`src/rtl/dmx_rx.sv`:
```
// DMX512 receiver: synchronises the Rx line, detects BREAK/MAB, deserialises
// 8N2 slots, checks the start code and writes data slots through a byte port.
//
// Write port: slot_we is a one-clk strobe with no back-pressure. slot_addr and
// slot_data are valid in the strobe cycle and hold until the next strobe; the
// parent must take the byte in that cycle.
module dmx_rx #(
    parameter int          CLK_FREQ     = 12000000,
    parameter int          BAUD_RATE    = 250000,
    parameter int          BREAK_MIN_US = 88,
    parameter logic [7:0]  START_CODE   = 8'h00,
    parameter int          MAX_SLOTS    = 512
) (
    input  logic       clk,
    input  logic       rst_n,
    input  logic       enable,
    input  logic       rx,
    output logic       slot_we,
    output logic [8:0] slot_addr,
    output logic [7:0] slot_data,
    output logic [7:0] start_code,
    output logic       frame_start,
    output logic       frame_done,
    output logic [9:0] slot_count,
    output logic       err_framing,
    output logic [2:0] dbg_state
);

    localparam int BIT_CLKS   = CLK_FREQ / BAUD_RATE;
    localparam int BREAK_CLKS = (CLK_FREQ / 1000000) * BREAK_MIN_US;
    localparam int LOW_W      = $clog2(BREAK_CLKS + 1);
    localparam int BIT_W      = $clog2(BIT_CLKS);

    localparam logic [LOW_W-1:0] BREAK_MAX = LOW_W'(BREAK_CLKS);
    localparam logic [BIT_W-1:0] BIT_LAST  = BIT_W'(BIT_CLKS - 1);
    localparam logic [BIT_W-1:0] HALF_LAST = BIT_W'(BIT_CLKS / 2 - 1);
    localparam logic [9:0]       MAX_IDX   = 10'(MAX_SLOTS);

    typedef enum logic [2:0] {
        S_IDLE  = 3'd0,
        S_BREAK = 3'd1,
        S_MAB   = 3'd2,
        S_START = 3'd3,
        S_DATA  = 3'd4,
        S_STOP  = 3'd5,
        S_SLOT  = 3'd6,
        S_GAP   = 3'd7
    } state_t;

    logic             rx_meta_q;
    logic             rxs_q;
    logic [LOW_W-1:0] low_cnt_q;
    logic [LOW_W-1:0] low_cnt_d;
    logic             break_hit;

    state_t           state_q;
    logic [BIT_W-1:0] bit_cnt_q;
    logic [2:0]       bit_idx_q;
    logic [7:0]       shift_q;
    logic [9:0]       byte_idx_q;
    logic             frame_open_q;
    logic             susp_q;

    logic             slot_we_q;
    logic [8:0]       slot_addr_q;
    logic [7:0]       slot_data_q;
    logic [7:0]       start_code_q;
    logic             frame_start_q;
    logic             frame_done_q;
    logic [9:0]       slot_count_q;
    logic             err_framing_q;

    // Two-flop synchroniser; resets to the idle-high line level.
    always_ff @(posedge clk or negedge rst_n) begin
        if (!rst_n) begin
            rx_meta_q <= 1'b1;
            rxs_q     <= 1'b1;
        end else begin
            rx_meta_q <= rx;
            rxs_q     <= rx_meta_q;
        end
    end

    // Consecutive-low counter, saturating at the break length.
    always_comb begin
        low_cnt_d = low_cnt_q;
        if (!enable || rxs_q) begin
            low_cnt_d = '0;
        end else if (low_cnt_q != BREAK_MAX) begin
            low_cnt_d = low_cnt_q + 1'b1;
        end
    end

    // Break fires once, on the clk the counter reaches the break length.
    assign break_hit = (low_cnt_d == BREAK_MAX) && (low_cnt_q != BREAK_MAX);

    // Register the low counter.
    always_ff @(posedge clk or negedge rst_n) begin
        if (!rst_n) begin
            low_cnt_q <= '0;
        end else begin
            low_cnt_q <= low_cnt_d;
        end
    end

    // Receive FSM with registered strobes and slot port.
    always_ff @(posedge clk or negedge rst_n) begin
        if (!rst_n) begin
            state_q       <= S_IDLE;
            bit_cnt_q     <= '0;
            bit_idx_q     <= '0;
            shift_q       <= '0;
            byte_idx_q    <= '0;
            frame_open_q  <= 1'b0;
            susp_q        <= 1'b0;
            slot_we_q     <= 1'b0;
            slot_addr_q   <= '0;
            slot_data_q   <= '0;
            start_code_q  <= '0;
            frame_start_q <= 1'b0;
            frame_done_q  <= 1'b0;
            slot_count_q  <= '0;
            err_framing_q <= 1'b0;
        end else begin
            slot_we_q     <= 1'b0;
            frame_start_q <= 1'b0;
            frame_done_q  <= 1'b0;
            err_framing_q <= 1'b0;
            if (!enable) begin
                state_q      <= S_IDLE;
                frame_open_q <= 1'b0;
                susp_q       <= 1'b0;
            end else if (break_hit) begin
                // Break overrides any state. slot_count is cleared in BREAK,
                // so the frame_done clk still shows the closing frame's count.
                state_q      <= S_BREAK;
                susp_q       <= 1'b0;
                frame_open_q <= 1'b0;
                byte_idx_q   <= '0;
                if (frame_open_q && (slot_count_q != '0)) begin
                    frame_done_q <= 1'b1;
                end
            end else begin
                case (state_q)
                    S_IDLE: begin
                        // An all-zero byte with a low stop bit was taken as the
                        // start of a break; if the line rises first it was a
                        // genuine framing error.
                        if (susp_q && rxs_q) begin
                            susp_q        <= 1'b0;
                            frame_open_q  <= 1'b0;
                            err_framing_q <= 1'b1;
                        end
                    end
                    S_BREAK: begin
                        slot_count_q <= '0;
                        if (rxs_q) begin
                            state_q <= S_MAB;
                        end
                    end
                    S_MAB, S_GAP: begin
                        if (!rxs_q) begin
                            state_q   <= S_START;
                            bit_cnt_q <= HALF_LAST;
                        end
                    end
                    S_START: begin
                        if (bit_cnt_q == '0) begin
                            if (rxs_q) begin
                                state_q      <= S_IDLE;
                                frame_open_q <= 1'b0;
                            end else begin
                                state_q   <= S_DATA;
                                bit_cnt_q <= BIT_LAST;
                                bit_idx_q <= '0;
                            end
                        end else begin
                            bit_cnt_q <= bit_cnt_q - 1'b1;
                        end
                    end
                    S_DATA: begin
                        if (bit_cnt_q == '0) begin
                            shift_q   <= {rxs_q, shift_q[7:1]};
                            bit_cnt_q <= BIT_LAST;
                            bit_idx_q <= bit_idx_q + 1'b1;
                            if (bit_idx_q == 3'd7) begin
                                state_q <= S_STOP;
                            end
                        end else begin
                            bit_cnt_q <= bit_cnt_q - 1'b1;
                        end
                    end
                    S_STOP: begin
                        if (bit_cnt_q == '0) begin
                            if (rxs_q) begin
                                state_q <= S_SLOT;
                            end else if (shift_q == 8'h00) begin
                                state_q <= S_IDLE;
                                susp_q  <= 1'b1;
                            end else begin
                                state_q       <= S_IDLE;
                                frame_open_q  <= 1'b0;
                                err_framing_q <= 1'b1;
                            end
                        end else begin
                            bit_cnt_q <= bit_cnt_q - 1'b1;
                        end
                    end
                    S_SLOT: begin
                        byte_idx_q <= byte_idx_q + 1'b1;
                        if (byte_idx_q == '0) begin
                            start_code_q <= shift_q;
                            if (shift_q == START_CODE) begin
                                frame_start_q <= 1'b1;
                                frame_open_q  <= 1'b1;
                                state_q       <= S_GAP;
                            end else begin
                                state_q <= S_IDLE;
                            end
                        end else begin
                            slot_we_q    <= 1'b1;
                            slot_addr_q  <= 9'(byte_idx_q - 10'd1);
                            slot_data_q  <= shift_q;
                            slot_count_q <= byte_idx_q;
                            if (byte_idx_q == MAX_IDX) begin
                                frame_done_q <= 1'b1;
                                frame_open_q <= 1'b0;
                                state_q      <= S_IDLE;
                            end else begin
                                state_q <= S_GAP;
                            end
                        end
                    end
                    default: state_q <= S_IDLE;
                endcase
            end
        end
    end

    assign slot_we     = slot_we_q;
    assign slot_addr   = slot_addr_q;
    assign slot_data   = slot_data_q;
    assign start_code  = start_code_q;
    assign frame_start = frame_start_q;
    assign frame_done  = frame_done_q;
    assign slot_count  = slot_count_q;
    assign err_framing = err_framing_q;
    assign dbg_state   = state_q;

endmodule

```
`config.mk`:
```
export PLATFORM = sky130hd
export DESIGN_NAME = dmx_rx
export DESIGN_NICKNAME = d
export VERILOG_FILES = /design/src/rtl/dmx_rx.sv
export SDC_FILE = /design/constraint.sdc
export NUM_CORES = 1
export LEC_CHECK = 0
export ABC_AREA = 1
export CAP_MARGIN = 20
export CORE_ASPECT_RATIO = 1.2
export CORE_MARGIN = 2
export CORE_UTILIZATION = 40
export DETAILED_ROUTE_END_ITERATION = 12
export PLACE_DENSITY = 0.67
export SLEW_MARGIN = 20
export SYNTH_ARGS = -nofsm -noshare
export SYNTH_HDL_FRONTEND = slang
export SYNTH_SLANG_ARGS = --single-unit
```
`constraint.sdc`:
```
create_clock -name clk -period 2 [get_ports clk]
set_input_delay 0.2 -clock clk [delete_from_list [all_inputs] [get_ports clk]]
set_output_delay 0.2 -clock clk [all_outputs]
set_load 0.005 [all_outputs]
```
==> report_table.html <==
<table>
<tr><th>Metric</th><th>Value</th></tr>
<tr><th colspan="2">Synth</th></tr>
<tr><td>Cells taking the most area after synthesis</td><td>sky130_fd_sc_hd__dfrtp_1 45%, sky130_fd_sc_hd__nand2_1 10%, sky130_fd_sc_hd__inv_1 6.5%</td></tr>
<tr><td>Number of synthesized flops with an enable pin</td><td>0</td></tr>
<tr><td>Most instantiated library cell after synthesis</td><td>sky130_fd_sc_hd__nand2_1</td></tr>
<tr><td>Netlist cell types</td><td>41</td></tr>
<tr><td>Yosys synthesis warning count</td><td>0</td></tr>
<tr><td>Netlist Area Pre-Place</td><td>0.00457 sq mm</td></tr>
<tr><td>Cell type with the largest total area after synthesis</td><td>sky130_fd_sc_hd__dfrtp_1</td></tr>
<tr><td>Post-synthesis cell count</td><td>568</td></tr>
<tr><td>Leading register cell type out of synthesis</td><td>sky130_fd_sc_hd__dfrtp_1</td></tr>
<tr><td>Syn avg cell area</td><td>8.05 sq um</td></tr>
<tr><td>Total nets after synthesis</td><td>579</td></tr>
<tr><td>Fraction of the yosys area taken by sequential cells</td><td>0.460</td></tr>
<tr><td>Share of synthesized registers carrying an async set or reset</td><td>1.00</td></tr>
<tr><td>Number of storage elements in the synthesis netlist</td><td>84</td></tr>
<tr><td>Top cell type's share of synthesized area</td><td>0.449</td></tr>
<tr><td>Synth top cells by count</td><td>125 x sky130_fd_sc_hd__nand2_1, 82 x sky130_fd_sc_hd__dfrtp_1, 79 x sky130_fd_sc_hd__inv_1</td></tr>
<tr><th colspan="2">Floorplan</th></tr>
<tr><td>Die outline width</td><td>102 um</td></tr>
<tr><td>Effective utilization at floorplan</td><td>0.413</td></tr>
<tr><td>Row Count</td><td>42</td></tr>
<tr><td>Ports placed on the boundary</td><td>46</td></tr>
<tr><td>Height of the die</td><td>121 um</td></tr>
<tr><td>Overall die area</td><td>0.0123 sq mm</td></tr>
<tr><td>Core ar.</td><td>0.0111 sq mm</td></tr>
<tr><th colspan="2">Timing</th></tr>
<tr><td>Achievable clock frequency</td><td>0.437 GHz</td></tr>
<tr><td>Setup ws final</td><td>-288 ps</td></tr>
<tr><td>Final worst path period need</td><td>2290 ps</td></tr>
<tr><td>Final hold vios</td><td>0</td></tr>
<tr><td>Final clock skew</td><td>12.1 ps</td></tr>
<tr><td>Headroom to the max-slew limit</td><td>0.639</td></tr>
<tr><td>Setup violators final</td><td>71</td></tr>
<tr><td>Max-slew violations</td><td>0</td></tr>
<tr><td>RSZ-0062 raised after global routing</td><td>true</td></tr>
<tr><td>Final worst path period share</td><td>1.14</td></tr>
<tr><td>Slew at the pin with the worst max-slew slack</td><td>541 ps</td></tr>
<tr><th colspan="2">Cells and area</th></tr>
<tr><td>Antenna diode count</td><td>0</td></tr>
<tr><td>Final standard cell count with taps included and fillers excluded</td><td>867</td></tr>
<tr><td>Growth of design area from synthesis to finish</td><td>41.3%</td></tr>
<tr><td>Ratio of cells with drive above 1 in the final layout</td><td>0.257</td></tr>
<tr><td>Layout filler cell count</td><td>974</td></tr>
<tr><td>Nets@finish</td><td>719</td></tr>
<tr><th colspan="2">Route</th></tr>
<tr><td>Number of remaining DRC errors</td><td>0</td></tr>
<tr><td>Vias per std cell</td><td>5.05</td></tr>
<tr><td>Total vias in the final route</td><td>4381</td></tr>
<tr><td>Number of detailed-route iterations in the first pass</td><td>5</td></tr>
<tr><td>Detailed router's first-iteration violation count</td><td>289</td></tr>
<tr><td>Post-detailed-route wirelength per cell</td><td>14.4 um</td></tr>
<tr><td>Wirelength, routed</td><td>12.5 mm</td></tr>
<tr><td>Final antenna-violating net count</td><td>0</td></tr>
<tr><th colspan="2">Worst setup path</th></tr>
<tr><td>Reg2Reg Depth</td><td>15</td></tr>
<tr><td>CP Data Arrival Time</td><td>2510 ps</td></tr>
<tr><td>Kind of launch point of the worst setup path</td><td>flop</td></tr>
<tr><td>Critical path required time</td><td>2220 ps</td></tr>
<tr><td>Worst Path Class, Setup</td><td>flop to flop</td></tr>
<tr><td>Type of destination of the critical path</td><td>flop</td></tr>
<tr><td>Largest driver fanout on the critical path</td><td>7</td></tr>
<tr><th colspan="2">Placed design</th></tr>
<tr><td>GP Congestion</td><td>0.933</td></tr>
<tr><td>Number of cells in the design after placement</td><td>834</td></tr>
<tr><td>Buffers on Ports</td><td>45</td></tr>
<tr><td>Final HPWL DP</td><td>9.04 mm</td></tr>
<tr><td>Post-placement worst setup slack</td><td>-399 ps</td></tr>
<tr><th colspan="2">Global route</th></tr>
<tr><td>Total GRT Usage</td><td>0.210</td></tr>
<tr><td>Largest net degree at the start of global routing</td><td>46</td></tr>
<tr><td>Number of antenna violations at the first check in global routing</td><td>0</td></tr>
<tr><td>Global-route wire length before repair</td><td>20.3 mm</td></tr>
<tr><td>Remaining Overflow, GRT</td><td>0</td></tr>
<tr><td>Number of global-route vias before repair</td><td>4357</td></tr>
<tr><th colspan="2">Pwr</th></tr>
<tr><td>Total power density per cell area</td><td>895 mW/mm^2</td></tr>
<tr><td>Switch Pwr</td><td>1.82 mW</td></tr>
<tr><td>Part of the power in combinational logic</td><td>0.315</td></tr>
<tr><td>Pint</td><td>3.97 mW</td></tr>
<tr><td>Peak supply drop</td><td>543 uV</td></tr>
<tr><td>PnR Total Power</td><td>5.78 mW</td></tr>
<tr><td>Share of power burned in registers</td><td>0.375</td></tr>
<tr><td>Static leakage power</td><td>3.19 nW</td></tr>
<tr><td>Clock share of power</td><td>0.309</td></tr>
<tr><td>Switching share of total power</td><td>0.314</td></tr>
<tr><th colspan="2">CTS</th></tr>
<tr><td>Number of sinks on the clock net</td><td>84</td></tr>
<tr><td>Insertion delay of the later-clocked pin in the worst-skew pair</td><td>340 ps</td></tr>
<tr><td>Clock-pin slew on the worst setup and hold paths</td><td>60 ps</td></tr>
<tr><td>TritonCTS Buffers</td><td>9</td></tr>
<tr><td>CTS tree</td><td>done</td></tr>
<tr><td>Max Buffers Root-to-Sink</td><td>2</td></tr>
<tr><td>Clock Root Buffer</td><td>sky130_fd_sc_hd__clkbuf_16</td></tr>
<tr><td>H-tree levels</td><td>3</td></tr>
<tr><th colspan="2">Run status</th></tr>
<tr><td>Violated checks</td><td>negative setup slack</td></tr>
<tr><td>Outcome</td><td>finished with violations</td></tr>
<tr><th colspan="2">Min path</th></tr>
<tr><td>Class of the tightest hold or removal check</td><td>input pin to flop</td></tr>
<tr><td>Depth of the worst hold-timing path</td><td>1</td></tr>
<tr><th colspan="2">Flow run</th></tr>
<tr><td>Number of max-capacitance violations reported</td><td>0</td></tr>
</table>
[state kept, by name, indices dropped and copies added (netlist names), 3 cells and up]
| register | flops |
|---|---|
| slot_data | 8 |
| dbg_state | 3 |
| bit_cnt_q | 6 |
| byte_idx_q | 10 |
| start_code | 8 |
| bit_idx_q | 3 |
| slot_addr | 9 |
| low_cnt_q | 11 |
| slot_count | 10 |
| shift_q | 8 |
[metrics by stage]
stage                     setup TNS (ps)  instance area [sq um]  hold slack [ps]  utilization
after floorplan                     -428                   4600            -95.6            -
final                             -14140                   6460              273        0.583
after CTS                         -13760                   6300              267        0.568
after global placement            -14150                   5810              209        0.524
after global routing              -25620                   6460              273        0.583
after detailed placement          -20700                   5810              224        0.524
[cell usage in the layout (no fill, tap or decap), types with 9 or more instances in the layout]
cell	Yosys	final
sky130_fd_sc_hd__nand3_1	45	33
sky130_fd_sc_hd__clkbuf_16	0	9
sky130_fd_sc_hd__xor2_1	14	14
sky130_fd_sc_hd__buf_4	1	87
sky130_fd_sc_hd__dfrtp_1	82	82
sky130_fd_sc_hd__inv_1	79	79
sky130_fd_sc_hd__o21ai_0	16	16
sky130_fd_sc_hd__nor2_1	40	38
sky130_fd_sc_hd__clkdlybuf4s50_1	0	44
sky130_fd_sc_hd__o21ai_1	47	42
sky130_fd_sc_hd__nand3_2	6	16
sky130_fd_sc_hd__nand2_1	125	123
sky130_fd_sc_hd__inv_2	9	9
sky130_fd_sc_hd__nand4_1	14	14
sky130_fd_sc_hd__nor3_1	11	10
[final timing paths]
kind | startpoint | to | slack [ps]
worst max-delay path | low_cnt_q[0]$_DFF_PN0_ | dbg_state[0]$_DFFE_PN0P_ | -290
worst min-delay path | rx | rx_meta_q$_DFF_PN1_ | 270
worst max register to register | low_cnt_q[0]$_DFF_PN0_ | dbg_state[0]$_DFFE_PN0P_ | -290
worst min register to register | rx_meta_q$_DFF_PN1_ | rxs_q$_DFF_PN1_ | 360
max in group asynchronous | rst_n | low_cnt_q[2]$_DFF_PN0_ | 980
min in group asynchronous | rst_n | slot_count[5]$_DFFE_PN0P_ | 380
[final cells by class]
cell class / count / area [sq um] / share of cell area
timing repair buffer: 145 / 1310 / 0.202
clock buffer: 11 / 233 / 0.0360
tap: 154 / 193 / 0.0298
sequential: 84 / 2100 / 0.326
inverter: 88 / 330 / 0.0511
multi-input combinational: 380 / 2210 / 0.342
clock inverter: 5 / 85.1 / 0.0132
[layer usage]
metal	vias to the layer above	GRT usage	wire, um
li1	2136	-	-
met1	2123	0.252	5110
met2	100	0.375	6670
met3	22	0.0346	488
met4	0	0.0718	252
met5	-	0	0
[power by group through the flow]
stage	clock network [mW]	registers, mW	logic, mW
after global placement	0	2.19	1.67
after CTS	1.82	2.17	1.76
final	1.79	2.17	1.82
after floorplan	0	2.20	0.837
after global routing	1.87	2.20	2.03
after detailed placement	0	2.20	1.71
[what timing repair did]
action / 4_1_cts / 5_1_grt
pin swaps: 4 / 14
buffers inserted: 10 / 9
endpoints found under the setup margin: 71 / 71
hold buffers: 1 / 0
gates cloned: 1 / 0
gates resized for setup: 10 / 29
endpoints found under the hold margin: 37 / 0
[cell families (layout without fill, tap and decap cells)]
family / Yosys count / in the layout / synth area share
adders and majority gates: 7 / 7 / 0.0191
buffers and inverters: 104 / 249 / 0.0963
muxes: 1 / 1 / 0.00328
and+or+nand+nor: 269 / 269 / 0.282
AOI/OAI and AO/OA: 87 / 87 / 0.108
xor gates and xnor gates: 16 / 16 / 0.0306
DFF: 84 / 84 / 0.460
[critical path, stage by stage (launching register included)]
cell and delay, ps:
sky130_fd_sc_hd__dfrtp_1 390, sky130_fd_sc_hd__ha_2 210, sky130_fd_sc_hd__nand2_2 70, sky130_fd_sc_hd__nor2_4 190, sky130_fd_sc_hd__nand3_1 110, sky130_fd_sc_hd__nand2_1 90
sky130_fd_sc_hd__nand2_2 70, sky130_fd_sc_hd__nor2_4 110, sky130_fd_sc_hd__nand3_2 100, sky130_fd_sc_hd__nor2_4 120, sky130_fd_sc_hd__nand2_4 110, sky130_fd_sc_hd__buf_4 160
sky130_fd_sc_hd__o211ai_1 140, sky130_fd_sc_hd__nand3_4 150, sky130_fd_sc_hd__nand2_1 80, sky130_fd_sc_hd__o21ai_1 60
(Power assumes the default switching activity.)
